**config.mk**
```make
export PLATFORM = sky130hd
export DESIGN_NAME = axi4l_reg_slave
export DESIGN_NICKNAME = d
export VERILOG_FILES = /design/src/rtl/axi4l_reg_slave.sv
export SDC_FILE = /design/constraint.sdc
export NUM_CORES = 1
export LEC_CHECK = 0
export ABC_AREA = 1
export CORE_MARGIN = 4
export CORE_UTILIZATION = 50
export DETAILED_ROUTE_END_ITERATION = 8
export PLACE_DENSITY = 0.86
export SLEW_MARGIN = 20
export SYNTH_ARGS = -nofsm -noshare
export SYNTH_HDL_FRONTEND = slang
export SYNTH_SLANG_ARGS = --single-unit
export TNS_END_PERCENT = 100
```
**constraint.sdc**
```tcl
create_clock -name aclk -period 5.85 [get_ports aclk]
set_clock_uncertainty 0.1 [all_clocks]
set_input_delay 0.585 -clock aclk [delete_from_list [all_inputs] [get_ports aclk]]
set_output_delay 0.585 -clock aclk [all_outputs]
set_load 0.02 [all_outputs]
```
**src/rtl/axi4l_reg_slave.sv**
```systemverilog
// axi4l_reg_slave: AXI4-Lite register bank slave; define AXI4L_REG_SLAVE_DECERR_EN for DECERR on out-of-range access
module axi4l_reg_slave #(
  parameter int ADDR_WIDTH = 32,
  parameter int DATA_WIDTH = 32,
  parameter int NUM_REGS = 8,
  parameter logic [DATA_WIDTH-1:0] RESET_VAL = '0
) (
  input  logic                           aclk,
  input  logic                           areset,
  input  logic [ADDR_WIDTH-1:0]          awaddr,
  input  logic [2:0]                     awprot,
  input  logic                           awvalid,
  output logic                           awready,
  input  logic [DATA_WIDTH-1:0]          wdata,
  input  logic [DATA_WIDTH/8-1:0]        wstrb,
  input  logic                           wvalid,
  output logic                           wready,
  output logic [1:0]                     bresp,
  output logic                           bvalid,
  input  logic                           bready,
  input  logic [ADDR_WIDTH-1:0]          araddr,
  input  logic [2:0]                     arprot,
  input  logic                           arvalid,
  output logic                           arready,
  output logic [DATA_WIDTH-1:0]          rdata,
  output logic [1:0]                     rresp,
  output logic                           rvalid,
  input  logic                           rready,
  output logic [NUM_REGS*DATA_WIDTH-1:0] reg_out,
  output logic [NUM_REGS-1:0]            reg_wr_pulse
);
  localparam int SW = DATA_WIDTH / 8;
  localparam int ADDR_LSB = $clog2(SW);
`ifdef AXI4L_REG_SLAVE_DECERR_EN
  localparam logic [1:0] OOR_RESP = 2'b11;
`else
  localparam logic [1:0] OOR_RESP = 2'b00;
`endif
  typedef enum logic [1:0] {WR_IDLE, WR_HAVE_ADDR, WR_HAVE_DATA, WR_RESP} wr_state_t;
  typedef enum logic {RD_IDLE, RD_DATA} rd_state_t;
  wr_state_t wr_state;
  rd_state_t rd_state;
  logic [DATA_WIDTH-1:0] regs [NUM_REGS];
  logic [ADDR_WIDTH-1:0] addr_q, c_addr, c_word, ar_word;
  logic [DATA_WIDTH-1:0] data_q, c_data, rd_val;
  logic [SW-1:0]         strb_q, c_strb;
  logic aw_hs, w_hs, ar_hs, have_a, have_d, commit, c_hit, ar_hit;
  logic unused_prot;
  assign unused_prot = ^{awprot, arprot};
  assign aw_hs = awvalid && awready;
  assign w_hs = wvalid && wready;
  assign ar_hs = arvalid && arready;
  // a commit needs the address and data either arriving now or already latched
  assign have_a = aw_hs || wr_state == WR_HAVE_ADDR;
  assign have_d = w_hs || wr_state == WR_HAVE_DATA;
  assign commit = have_a && have_d;
  assign c_addr = aw_hs ? awaddr : addr_q;
  assign c_data = w_hs ? wdata : data_q;
  assign c_strb = w_hs ? wstrb : strb_q;
  assign c_word = c_addr >> ADDR_LSB;
  assign c_hit = c_word < ADDR_WIDTH'(NUM_REGS);
  assign ar_word = araddr >> ADDR_LSB;
  assign ar_hit = ar_word < ADDR_WIDTH'(NUM_REGS);
  always_comb begin
    rd_val = '0;
    reg_out = '0;
    for (int i = 0; i < NUM_REGS; i++) begin
      if (ar_word == ADDR_WIDTH'(i)) rd_val = regs[i];
      reg_out[i*DATA_WIDTH +: DATA_WIDTH] = regs[i];
    end
  end
  always_ff @(posedge aclk)
    if (areset) begin
      wr_state <= WR_IDLE;
      awready <= 1'b0;
      wready <= 1'b0;
      bvalid <= 1'b0;
      bresp <= 2'b00;
      addr_q <= '0;
      data_q <= '0;
      strb_q <= '0;
    end else begin
      if (aw_hs) addr_q <= awaddr;
      if (w_hs) begin
        data_q <= wdata;
        strb_q <= wstrb;
      end
      if (wr_state == WR_RESP) begin
        if (bready) begin
          wr_state <= WR_IDLE;
          bvalid <= 1'b0;
          awready <= 1'b1;
          wready <= 1'b1;
        end
      end else begin
        wr_state <= commit ? WR_RESP : have_a ? WR_HAVE_ADDR : have_d ? WR_HAVE_DATA : WR_IDLE;
        awready <= !have_a;
        wready <= !have_d;
        bvalid <= commit;
        if (commit) bresp <= c_hit ? 2'b00 : OOR_RESP;
      end
    end
  always_ff @(posedge aclk)
    if (areset) begin
      for (int i = 0; i < NUM_REGS; i++) regs[i] <= RESET_VAL;
      reg_wr_pulse <= '0;
    end else
      for (int i = 0; i < NUM_REGS; i++) begin
        reg_wr_pulse[i] <= commit && c_word == ADDR_WIDTH'(i);
        for (int b = 0; b < SW; b++)
          if (commit && c_word == ADDR_WIDTH'(i) && c_strb[b]) regs[i][8*b +: 8] <= c_data[8*b +: 8];
      end
  always_ff @(posedge aclk)
    if (areset) begin
      rd_state <= RD_IDLE;
      arready <= 1'b0;
      rvalid <= 1'b0;
      rdata <= '0;
      rresp <= 2'b00;
    end else if (rd_state == RD_IDLE) begin
      arready <= !ar_hs;
      if (ar_hs) begin
        rd_state <= RD_DATA;
        rvalid <= 1'b1;
        rdata <= rd_val;
        rresp <= ar_hit ? 2'b00 : OOR_RESP;
      end
    end else if (rready) begin
      rd_state <= RD_IDLE;
      rvalid <= 1'b0;
      arready <= 1'b1;
    end
endmodule

```
; After elaboration in Yosys (flattened, before gate mapping)
; Memory sizes are Yosys's and may differ from the RTL's.
; Cells that the tools add are included.
[op_classes]
n_eq_ne = 19
mux = 159
n_bitwise = 33
n_reduce_logical = 54
[ops]
columns = operator, n
row1 = 2-to-1 mux 32 bit, 10
row2 = 2-to-1 mux 8 bit, 32
row3 = "equality test 30 x 3 -> 1 bit, second input constant", 8
row4 = "equality test 30 x 2 -> 1 bit, second input constant", 4
row5 = 2-to-1 mux 1 bit, 111
row6 = zero test 32 bit, 2
row7 = "equality test 30 x 1 -> 1 bit, second input constant", 2
row8 = logical AND 1 bit, 44
row9 = OR 1 bit, 32
row10 = 2-to-1 mux 2 bit, 5
row11 = "equality test 2 bit, second input constant", 2
row12 = 2-to-1 mux 4 bit, 1
row13 = "inequality test 2 bit, second input constant", 2
row14 = AND reduction 2 bit, 2
row15 = zero test 1 bit, 3
row16 = "equality test 2 x 1 -> 1 bit, second input constant", 1
row17 = logical OR 1 bit, 2
row18 = nonzero test 2 bit, 1
row19 = inverter 1 bit, 1
[totals]
reg_bits = 116
ramBits = 256
input_bits = 113
out_inout_bits = 305
word_cells = 279
mem_count = 1
[memory_table]
columns = name, words, width, read_ports, rd_ports_with_merged_regs, write_ports, line
row1 = regs, 8, 32, 8, 0, 8, 43  ; logic [DATA_WIDTH-1:0] regs [NUM_REGS];

; Longest topological paths before layout
[logic_depth]
ltp_word = 9
mapped_depth = 14
depth_no_buf = 13

; Least setup slack after synthesis
; Ideal clock, no wire load.
[synth_timing]
kind = input to register
from = input port awvalid
to = memory regs[7][4], in the netlist regs[1][100], enable pin
setup_ns = 0.384
arrival_time_ns = 2.350
required_time_ns = 5.366
setup_slack_ns = 3.016
stages = 11
n_path_buf = 1
cell_sequence = nand2_2 > inv_2 > buf_6 > or2_2 > o21ai_0 > inv_1 > nor2_1 > nand2_1 > nor3_1 > nand4_1 > o21ai_0
[synth_rtl]
columns = item, line
row1 = from (decl), 12  ; input logic awvalid,
row2 = to (decl), 43

==> results.toml <==
[run_status]
outcome = "complete, no violations"

[route]
avgViaCountPerCell = 5.64
drt_first_pass_iters = 8
drc_viols = 0
drt.antenna.violating_nets = 0
route.vias.total = 14000
finalWirelength_microns = 51700
wirelength_per_cell_microns = 20.8
dr.first_iter.drc_count = 1358

[power]
vdd_ir_drop_max_uv = 263
total_leakage_power_nw = 8.35
power_density_mw_per_mm2 = 285
design_power_total_w = 0.00611

[floorplan]
initial_utilization_pct = 51.1
die_h_microns = 186
floorplan.io_pins = 418
core_area_sq_mm = 0.0308
placement_rows = 64
die_w_microns = 186
die_area_sq_mm = 0.0344

[timing]
relative_slew_slack_pct = 21.5
worst_pin_slew_ns = 1.18
fin_tns_setup_ns = 0
max_freq_ghz = 0.240
rsz_0062_raised_after_global_routing = "no"
final-hold-violation-count = 0
final_max_slew_viol_count = 0
setup_viol = 0
period_needed_ns = 4.17
min_period_over_period_pct = 71.3

[worst_hold_path]
min_delay_worst_endpoint = "rdata[20]"
timing.hold.worst_path_depth = 2
hold_start = "rdata[20]"
timing.hold.worst.class = "reg2reg"

[yosys]
post_synth_most_frequent_cells = "381 x sky130_fd_sc_hd__nand2_1, 338 x sky130_fd_sc_hd__nor2_1, 256 x sky130_fd_sc_hd__edfxtp_1, 139 x sky130_fd_sc_hd__inv_1, 134 x sky130_fd_sc_hd__nand3_1"
dominantRegCellSynth = "sky130_fd_sc_hd__edfxtp_1"
synth_edf_count = 256
netlist.top_cell.by_area = "sky130_fd_sc_hd__edfxtp_1"
post_synth_main_area_contributors = "sky130_fd_sc_hd__edfxtp_1 49%, sky130_fd_sc_hd__dfxtp_1 14%, sky130_fd_sc_hd__nand2_1 9.1%"
synthesis.instances = 1667
synth-seq-area-share_pct = 63.3
synth_most_common_cell = "sky130_fd_sc_hd__nand2_1"
synth_top_area_share_pct = 48.8
netlist-cell-type-count = 33
synth_area_per_cell_sq_um = 9.45
netlist_area_sq_mm = 0.0158
yosys_register_bits = 370
asyncSetResetFlopFracSynth_pct = 0
yosys_warnings = 0

[setup_path]
critical_path_top_delay_cell = "sky130_fd_sc_hd__o21ai_1"
worst_endpoint_required_time_ns = 5.88
critical-path-top-cell-by-count = "sky130_fd_sc_hd__nand2_2"
crit_end_element = "flop"
setup.worst_path.start_class = "primary input"
cp_max_fo = 33
r2r_setup_slack_ns = 1.82
arrival_time_of_data_at_the_critical_path_endpoint_ns = 4.21
crit_path_cell_trace = "clkdlybuf4s50_1 > nand2_2 > inv_2 > or2_2 > o21a_1 > nor3_1 > nand2_2 > nor3_4 > buf_4 > nand2_1 > o21ai_1"
regToRegEndpoint = "regs[1][94]"
regToRegStartpoint = "awready"
max_stage_delay_ns = 0.87
worstRegToRegCells = 10
timing_worst_setup_path_type = "in2reg"

[clock_tree]
post_cts_resize_count = 0
tritoncts.num_buffers = 39
clkSinkCount = 370
post_cts_clock_slew_at_the_launch_and_capture_registers_of_the_worst_setup_and_hold_paths_ns = 0.06
cts_root_buffer = "sky130_fd_sc_hd__clkbuf_16"
cts_post_setup_buffers_inserted = 0
clkLatencyLatePin_ns = 0.52
tritoncts = "yes"
clk_path_buf_depth = 3
holdBufCountCts = 0
htree_levels = 2

[finish]
final_nets = 2169
synthToLayoutAreaGrowth_pct = 36.2
share_of_final_layout_standard_cells_stronger_than_drive_strength_1_pct = 7.09
post-route-cell-area_sq_mm = 0.0215

[place]
routabilityCongestion = 0.902
place_hpwl_microns = 36500
detailed_place.area_sq_mm = 0.0202
buffer_ports.inserted = 403

[grt]
grt_usage_pct = 28.6
grt_first_pass_wirelength_microns = 75700
overflow = 0
number_of_global_route_vias_before_repair = 13600
initial_antenna_violation_count = 4
grt_start_max_net_pins = 76

[run]
max_cap_viol_count = 0
## area by class of cell
| type | count | area (sq um) |
|---|---|---|
| flip-flops and latches | 370 | 9970 |
| diodes | 2 | 5.00 |
| fillers | 2136 | 9360 |
| clock inverters | 23 | 239 |
| clock buffers | 48 | 1060 |
| inverters | 147 | 552 |
| multi-input cells | 1071 | 4930 |
| well taps | 396 | 495 |
| repair buffers | 427 | 4210 |
## metrics by stage
step | hold WS, ns | std cells | setup slack [ns] | util (%)
6_report | 0.364 | 2484 | 1.68 | 69.6
5_1_grt | 0.371 | 2484 | 1.41 | 69.6
4_1_cts | 0.358 | 2482 | 1.68 | 69.6
3_5_place_dp | 0.354 | 2411 | 1.15 | 65.4
3_3_place_gp | 0.351 | 2411 | 1.23 | 65.4
2_1_floorplan | 0.351 | 1670 | 3.02 | -
## routing by layer
layer	wire length (microns)	up-vias	part of all wire, %	track usage [%]
met5	22	-	0.043	0
met4	3100	4	6.0	14.7
met3	5170	217	10	5.24
met2	24900	974	48	48.6
met1	18500	6524	36	35.1
li1	-	6292	-	-
## power by group
part / switching (W) / internal [W]
clock network: 0.000998 / 0.00151
registers: 0.0000677 / 0.00291
logic: 0.000385 / 0.000244
## worst max-delay path: cells and delay by family
kind            cells  cell delay [ns]
buf+inv             3             0.97
simple gates        6             1.65
compound gates      2             0.99
## kinds of logic after synthesis
| family | Yosys count | share of synthesized area (%) |
|---|---|---|
| and+or+nand+nor | 998 | 28.5 |
| muxes | 2 | 0.127 |
| AOI/OAI and AO/OA | 67 | 2.19 |
| DFF | 370 | 63.3 |
| other | 1 | 0.0238 |
| buffers and inverters | 229 | 5.85 |
## layout by cell type, fill, tap and decap left out, drive strengths merged, types with 2 or more instances in the layout
| cell type | Yosys | routed |
|---|---|---|
| clkdlybuf4s50 | 0 | 402 |
| nand2 | 383 | 383 |
| nor2 | 339 | 339 |
| edfxtp | 256 | 256 |
| nand3 | 158 | 158 |
| inv | 145 | 147 |
| dfxtp | 114 | 114 |
| nand4 | 71 | 71 |
| clkbuf | 51 | 48 |
| a21oi | 42 | 42 |
| nor3 | 28 | 28 |
| buf | 31 | 25 |
| o21ai | 21 | 21 |
| clkinv | 2 | 18 |
| or2 | 13 | 13 |
| bufinv | 0 | 5 |
| conb | 1 | 4 |
| o21a | 3 | 3 |
| diode | 0 | 2 |
| mux2i | 2 | 2 |
| and2 | 2 | 2 |
| nor4 | 2 | 2 |
## worst max-delay path by stage
| stage | start | to | slack, ns | depth (start not counted) |
|---|---|---|---|---|
| floorplan | awvalid | regs[1][100] | 3.02 | 11 |
| global placement | awvalid | regs[1][91] | 1.23 | 11 |
| detailed placement | awvalid | regs[1][91] | 1.15 | 11 |
| CTS | awvalid | regs[1][92] | 1.68 | 11 |
| global route | awvalid | regs[1][93] | 1.41 | 13 |
| finish | awvalid | regs[1][94] | 1.68 | 11 |
## registers in the layout, indices dropped and copies added, names as in the netlist
name,cells
arready,1
awready,1
reg_wr_pulse,8
wready,1
strb_q,4
rd_state,1
wr_state,2
bvalid,1
rvalid,1
regs,256
data_q,32
addr_q,30
rdata,32
No activity file was read; power rests on OpenSTA's default activity.
